**src/rtl/obi_hart_rr_arbiter.sv**
```systemverilog
// obi_hart_rr_arbiter: shares one OBI master port among NHARTS requesters.
// It uses round-robin selection and holds the selection while an address phase is stalled.
// An in-order id FIFO routes each response back to the hart that issued it.
package obi_hart_rr_arbiter_pkg;
   typedef struct packed {
      logic        req;
      logic [31:0] addr;
      logic        we;
      logic [3:0]  be;
      logic [31:0] wdata;
   } obi_req_t;

   typedef struct packed {
      logic        gnt;
      logic        rvalid;
      logic [31:0] rdata;
   } obi_resp_t;
endpackage

module obi_hart_rr_arbiter
   import obi_hart_rr_arbiter_pkg::*;
#(
   parameter int NHARTS          = 3,
   parameter int MAX_OUTSTANDING = 2
) (
   input  logic                     clk_i,
   input  logic                     rst_i,
   input  obi_req_t  [NHARTS-1:0]   hart_req_i,
   output obi_resp_t [NHARTS-1:0]   hart_resp_o,
   output obi_req_t                 bus_req_o,
   input  obi_resp_t                bus_resp_i,
   output logic                     busy_o,
   output logic                     err_o
);

   localparam int IDW = (NHARTS > 1) ? $clog2(NHARTS) : 1;
   localparam int PW  = (MAX_OUTSTANDING > 1) ? $clog2(MAX_OUTSTANDING) : 1;
   localparam int CW  = $clog2(MAX_OUTSTANDING + 1);

   typedef enum logic {ST_IDLE, ST_LOCKED} state_e;

   state_e           state_q;
   logic [IDW-1:0]   lock_idx_q;
   logic [IDW-1:0]   ptr_q;
   logic [IDW-1:0]   fifo_q [MAX_OUTSTANDING];
   logic [PW-1:0]    wr_q, rd_q;
   logic [CW-1:0]    cnt_q;
   logic             err_q;

   logic [IDW-1:0]   sel_rr, sel, head;
   logic             found, any_req, full, lock, hs, pop;
   int               idx;

   assign lock = (state_q == ST_LOCKED);
   assign full = (cnt_q == CW'(MAX_OUTSTANDING));
   assign head = fifo_q[rd_q];

   // first requester at or after the rr pointer, wrapping around
   always_comb begin
      sel_rr = ptr_q;
      found  = 1'b0;
      idx    = 0;
      for (int k = 0; k < NHARTS; k++) begin
         idx = int'(ptr_q) + k;
         if (idx >= NHARTS) idx = idx - NHARTS;
         if (!found && hart_req_i[idx].req) begin
            found  = 1'b1;
            sel_rr = IDW'(idx);
         end
      end
   end

   // a stalled address phase pins the selection so the bus request stays stable
   assign sel     = lock ? lock_idx_q : sel_rr;
   assign any_req = lock ? hart_req_i[lock_idx_q].req : found;

   // forward the selected request; nothing goes out while the id FIFO is full
   always_comb begin
      bus_req_o = '0;
      if (any_req && !full) bus_req_o = hart_req_i[sel];
   end

   assign hs  = bus_req_o.req & bus_resp_i.gnt;
   assign pop = bus_resp_i.rvalid & (cnt_q != '0);

   // grant to the selected hart, response data to the FIFO head only
   always_comb begin
      for (int h = 0; h < NHARTS; h++) begin
         hart_resp_o[h]     = '0;
         hart_resp_o[h].gnt = hs && (sel == IDW'(h));
         if (pop && (head == IDW'(h))) begin
            hart_resp_o[h].rvalid = 1'b1;
            hart_resp_o[h].rdata  = bus_resp_i.rdata;
         end
      end
   end

   // lock FSM: enter on a stalled request, leave on its grant
   always_ff @(posedge clk_i) begin
      if (rst_i) begin
         state_q    <= ST_IDLE;
         lock_idx_q <= '0;
      end else begin
         case (state_q)
            ST_IDLE: begin
               if (bus_req_o.req && !bus_resp_i.gnt) begin
                  state_q    <= ST_LOCKED;
                  lock_idx_q <= sel;
               end
            end
            ST_LOCKED: begin
               if (hs) state_q <= ST_IDLE;
            end
            default: state_q <= ST_IDLE;
         endcase
      end
   end

   // rr pointer moves past the hart that just handshook
   always_ff @(posedge clk_i) begin
      if (rst_i) ptr_q <= '0;
      else if (hs) ptr_q <= (sel == IDW'(NHARTS - 1)) ? '0 : sel + 1'b1;
   end

   // in-flight id FIFO: push on handshake, pop on response
   always_ff @(posedge clk_i) begin
      if (rst_i) begin
         wr_q  <= '0;
         rd_q  <= '0;
         cnt_q <= '0;
         for (int i = 0; i < MAX_OUTSTANDING; i++) fifo_q[i] <= '0;
      end else begin
         if (hs) begin
            fifo_q[wr_q] <= sel;
            wr_q <= (wr_q == PW'(MAX_OUTSTANDING - 1)) ? '0 : wr_q + 1'b1;
         end
         if (pop) rd_q <= (rd_q == PW'(MAX_OUTSTANDING - 1)) ? '0 : rd_q + 1'b1;
         case ({hs, pop})
            2'b10:   cnt_q <= cnt_q + 1'b1;
            2'b01:   cnt_q <= cnt_q - 1'b1;
            default: cnt_q <= cnt_q;
         endcase
      end
   end

   // sticky flag for a response nobody is waiting for
   always_ff @(posedge clk_i) begin
      if (rst_i) err_q <= 1'b0;
      else if (bus_resp_i.rvalid && (cnt_q == '0)) err_q <= 1'b1;
   end

   assign err_o  = err_q;
   assign busy_o = (cnt_q != '0) | lock;

endmodule
```
**config.mk**
```make
export PLATFORM = sky130hd
export DESIGN_NAME = obi_hart_rr_arbiter
export DESIGN_NICKNAME = d
export VERILOG_FILES = /design/src/rtl/obi_hart_rr_arbiter.sv
export SDC_FILE = /design/constraint.sdc
export NUM_CORES = 1
export LEC_CHECK = 0
export ABC_CLOCK_PERIOD_IN_PS = 9600
export CORE_AREA = 5 5 162 164
export CTS_CLUSTER_DIAMETER = 50
export DETAILED_ROUTE_END_ITERATION = 6
export DIE_AREA = 0 0 167 169
export REMOVE_ABC_BUFFERS = 1
export SYNTH_ARGS = -nofsm -noshare
export SYNTH_HDL_FRONTEND = slang
export SYNTH_SLANG_ARGS = --single-unit
```
**constraint.sdc**
```tcl
create_clock -name clk_i -period 9.6 [get_ports clk_i]
set_clock_uncertainty 0.2 [all_clocks]
set_input_delay 1.92 -clock clk_i [delete_from_list [all_inputs] [get_ports clk_i]]
set_output_delay 1.92 -clock clk_i [all_outputs]
set_load 0.05 [all_outputs]
```
Word level (Yosys, flattened, before mapping). Memory sizes are Yosys's and may differ from the RTL's. A register that Yosys moved wholly into a read port is not among the register bits. Cells that the tools add are included. W data, S select, Z words.

Add/sub/neg operators: 10. Order comparisons: 8. Equality and inequality tests: 7. Muxes and demuxes: 45. Bitwise gates (word level): 4. Reduce and logical (&&, ||, !) cells: 22.

Operators with widths (count): $bmux W70 S2 (5); $mux W70 (9); $mux W33 (3); $lt A32 B4 Y1 const B (3); $mux W32 (3); $mux W1 (17); $mux W2 (6); $logic_and A1 B1 Y1 (11); $eq A2 B2 Y1 const B (4); $sub A3 B2 Y4 const B (2); $eq A2 B1 Y1 const B (3); $ge A3 B2 Y1 const B (2); $logic_not A2 Y1 (3); $lt A2 B3 Y1 const B (2); $add A2 B1 Y2 const B (2); $logic_not A1 Y1 (4); $pmux W2 S2 (1); $reduce_bool A2 Y1 (2); $add A2 B1 Y3 const B (1); $add A2 B2 Y3 const B (1); $sub A2 B2 Y3 const B (1); $add A1 B1 Y1 const B (2); $and A1 B1 Y1 (2); $ge A2 B2 Y1 const B (1); 6 further kinds (6).

Register bits after elaboration: 10. Memory bits (writable): 4. Input port bits: 246. Output and inout bits: 174. Word-level logic and storage cells: 104. Memories: 1.

Memories: fifo_q (words 2, bits a word 2, read ports 1, clocked after memory_dff 1, wr ports 2, line 45) `logic [IDW-1:0] fifo_q [MAX_OUTSTANDING];`.

Depth between registers and ports, before layout.
Depth in word-level cells: 22. Gate-level depth with buffers: 13. Gate-level depth less buffers: 10.

Worst setup path before layout. Ideal clock, no wire load.

Kind: input -> output. Start: in hart_req_i[139] (netlist bit). End: out bus_req_o[0] (netlist bit). Arrival: 3.963 ns. Data required time: 7.480 ns. Slack: 3.517 ns. Cell stages on the path: 9. Buffers on the path: 3. Cell sequence: mux2i_2 -> o221ai_1 -> a31oi_2 -> o21a_1 -> buf_2 -> buf_6 -> buf_6 -> o21ai_0 -> a31oi_1.

RTL lines: start, declared (line 28) `input obi_req_t [NHARTS-1:0] hart_req_i,`; end, declared (line 30) `output obi_req_t bus_req_o,`.

==> impl_metrics.csv <==
group,metric,value,unit
status,status,"completed",
layout,area_delta_synth_final,90.9,%
synthesis,ys_seq_area_share,6.89,%
critical_path,cpMostUsedCell,"clkdlybuf4s50_1",
critical_path,rrSetupSlack,6.10,ns
critical_path,critical_path_arrival,5.48,ns
sta,setup_violations,0,
layout,most-common-layout-cells,"clkdlybuf4s50_1 (419), and2_1 (164), a211oi_1 (70)",
detailed_routing,drt_wl_total,28.9,mm
detailed_routing,first_pass_iters,6,
global_routing,antenna_found_initial,2,
worst_hold_path,hold_start,"err_o",
detailed_routing,drc,0,
detailed_routing,dr.first_iter.drc_count,349,
floorplanning,start_util,20.0,%
layout,multi_input_area,4220,µm²
clock_network,cts_resized,0,
layout,nets,1259,
floorplanning,core_area,24700,µm²
synthesis,netlist_top_cells_area,"and2_1 (21%), o2bb2ai_1 (12%), o221a_2 (11%)",
critical_path,cp-start-kind,"primary input",
layout,fillCellCount,2555,
critical_path,r2r-start,"ptr_q[0]",
layout,finalNonFillerCells,1338,
synthesis,synthCells,654,
placement,dp_slack,2.00,ns
placement,port_buffers,419,
layout,final_util,38.1,%
sta,rsz0062_at_grt,"no",
sta,maxSlewHeadroom,29.8,%
clock_network,cts_buffers,3,
global_routing,grt_pass1_wl,42.5,mm
global_routing,track_usage,18.8,%
synthesis,synth_enable_flop_cells,4,
clock_network,cts_tree,"done",
sta,hold_viol_final,0,
sta,maxSlewViolCount,0,
floorplanning,ios,420,
clock_network,clock_latency,0.25,ns
floorplanning,dieWidth,167,µm
synthesis,yosysTopAreaCell,"and2_1",
global_routing,grt_overflow,0,
synthesis,yosys.area.top_type_share,20.8,%
clock_network,clockBufferDepth,2,
detailed_routing,vias,6769,
critical_path,r2r-end,"cnt_q[1]",
sta,max_freq,132,MHz
sta,post-route-period-util,79.2,%
sta,fin_setup_tns,0,ns
sta,worst_pin_slew,1.05,ns
layout,regArea,342,µm²
detailed_routing,viasPerCell,5.06,
synthesis,async_flop_share,0,%
sta,period_needed,7.60,ns
detailed_routing,wl_per_cell,21.6,µm
global_routing,grt_max_degree,73,
critical_path,worst_path_max_delay_cell,"clkdlybuf4s50_1",
critical_path,crit_required,7.48,ns
layout,drive_above_1_share,8.54,%
worst_hold_path,whs_path_depth,2,
placement,dp_hpwl,21.7,mm
critical_path,worstSetupPathType,"in2out",
placement,place_inst,1333,
clock_network,hold_buffers,0,
detailed_routing,ant_nets,0,
critical_path,path_buf_inv,3,
synthesis,synth_area,4940,µm²
floorplanning,rows,58,
critical_path,crit_path_cell_trace,"clkdlybuf4s50_1, mux2i_2, o221ai_1, a31oi_2, o21a_2, buf_12, o2bb2ai_1, o221a_1, clkdlybuf4s50_1",
clock_network,clk_pin_slew,0.05,ns
synthesis,ys.flop_type,"dfxtp_1",
synthesis,ys_types,58,
sta,fin_ws,2.00,ns
flow_run,cap_viol_max_count,0,
critical_path,crit_family,"compound AO/OA/AOI/OAI gates",
critical_path,ff2ff_path_depth,9,
clock_network,clock-sinks,15,
placement,gp_congestion,0.863,
synthesis,synth.avg_cell_area,7.55,µm²
critical_path,slowest_delay,0.83,ns
floorplanning,chipHeight,169,µm
clock_network,ctsHtreeMaxLevel,1,
worst_hold_path,hold_class,"reg2reg",
layout,layout_commonest_cell,"clkdlybuf4s50_1",
synthesis,synth_seq_cells,15,
critical_path,cp_max_fo,35,
synthesis,ys_warn_count,0,
clock_network,post_cts_buffers,0,
clock_network,cts_root_buf,"clkbuf_16",
floorplanning,die_area,28200,µm²
worst_hold_path,min_delay_worst_endpoint,"err_o",
global_routing,grt_pass1_vias,6847,
critical_path,end_kind,"output port",
logic make-up (layout without fill, tap and decap cells):
| group | count (synthesis) | after routing | synth area share, % |
|---|---|---|---|
| XOR/XNOR | 4 | 4 | 0.709 |
| adder cells (fa/ha/maj) | 5 | 5 | 1.27 |
| other | 0 | 1 | 0 |
| flip-flops | 15 | 15 | 6.89 |
| multiplexers | 4 | 4 | 0.988 |
| AND/OR/NAND/NOR | 288 | 288 | 37.6 |
| buffers and inverters | 94 | 447 | 8.71 |
| AO/OA/AOI/OAI | 244 | 244 | 43.8 |
Yosys cell counts (all sizes together), types with 2 or more instances:
cell type	number
and2	164
o31a	2
clkbuf	54
o21ai	11
mux2i	3
xnor2	2
nand3	2
o21a	2
a21oi	7
a211oi	70
nor3	3
edfxtp	4
o221a	68
buf	29
nand2	9
inv	11
nor4	5
nand2b	2
a31oi	3
dfxtp	11
xor2	2
nand3b	2
nor2	23
ha	5
nor2b	3
nor3b	68
o2bb2ai	68
how the worst max path moves through the flow:
stage	to	cells after the start	from
2_1_floorplan	bus_req_o[0]	6	hart_req_i[139]
3_3_place_gp	bus_req_o[53]	9	hart_req_i[139]
3_5_place_dp	bus_req_o[55]	9	hart_req_i[139]
4_1_cts	bus_req_o[53]	9	hart_req_i[139]
5_1_grt	bus_req_o[50]	9	hart_req_i[139]
6_report	bus_req_o[53]	9	hart_req_i[139]
metrics by stage:
step	hold WS, ns	cell area, µm²
floorplan	0.270	4550
global placement	0.253	9340
detailed placement	0.275	9340
CTS	0.285	9430
global route	0.349	9430
finish	0.283	9430
worst register-to-register path, cell delays in order (launching register included):
cell and delay (ns):
dfxtp_1 0.37, inv_1 0.12, ha_1 0.45, mux2_4 0.34, a21o_1 0.22, nor4_4 0.38
or3b_1 0.47, ha_1 0.35, or3_1 0.38, a21oi_1 0.14
metal layers:
layer | vias up | part of all wire, % | global-route usage [%]
met2 | 340 | 49 | 33.5
met1 | 3121 | 41 | 22.7
met4 | 0 | 2.9 | 5.44
met5 | - | 0 | 0
li1 | 3270 | - | -
met3 | 38 | 7.9 | 4.27
layout make-up:
type	instances	share of cell area [%]
diodes	1	0.0265
flip-flops and latches	15	3.62
repair buffers	432	45.9
multi-input cells	545	44.7
clock buffers	3	0.796
well taps	330	4.38
clock inverters	1	0.0796
inverters	11	0.438
Power is left out: the tool's default activity adds up to more than one toggle a clock period on the data nets, which glitch-free logic cannot reach.
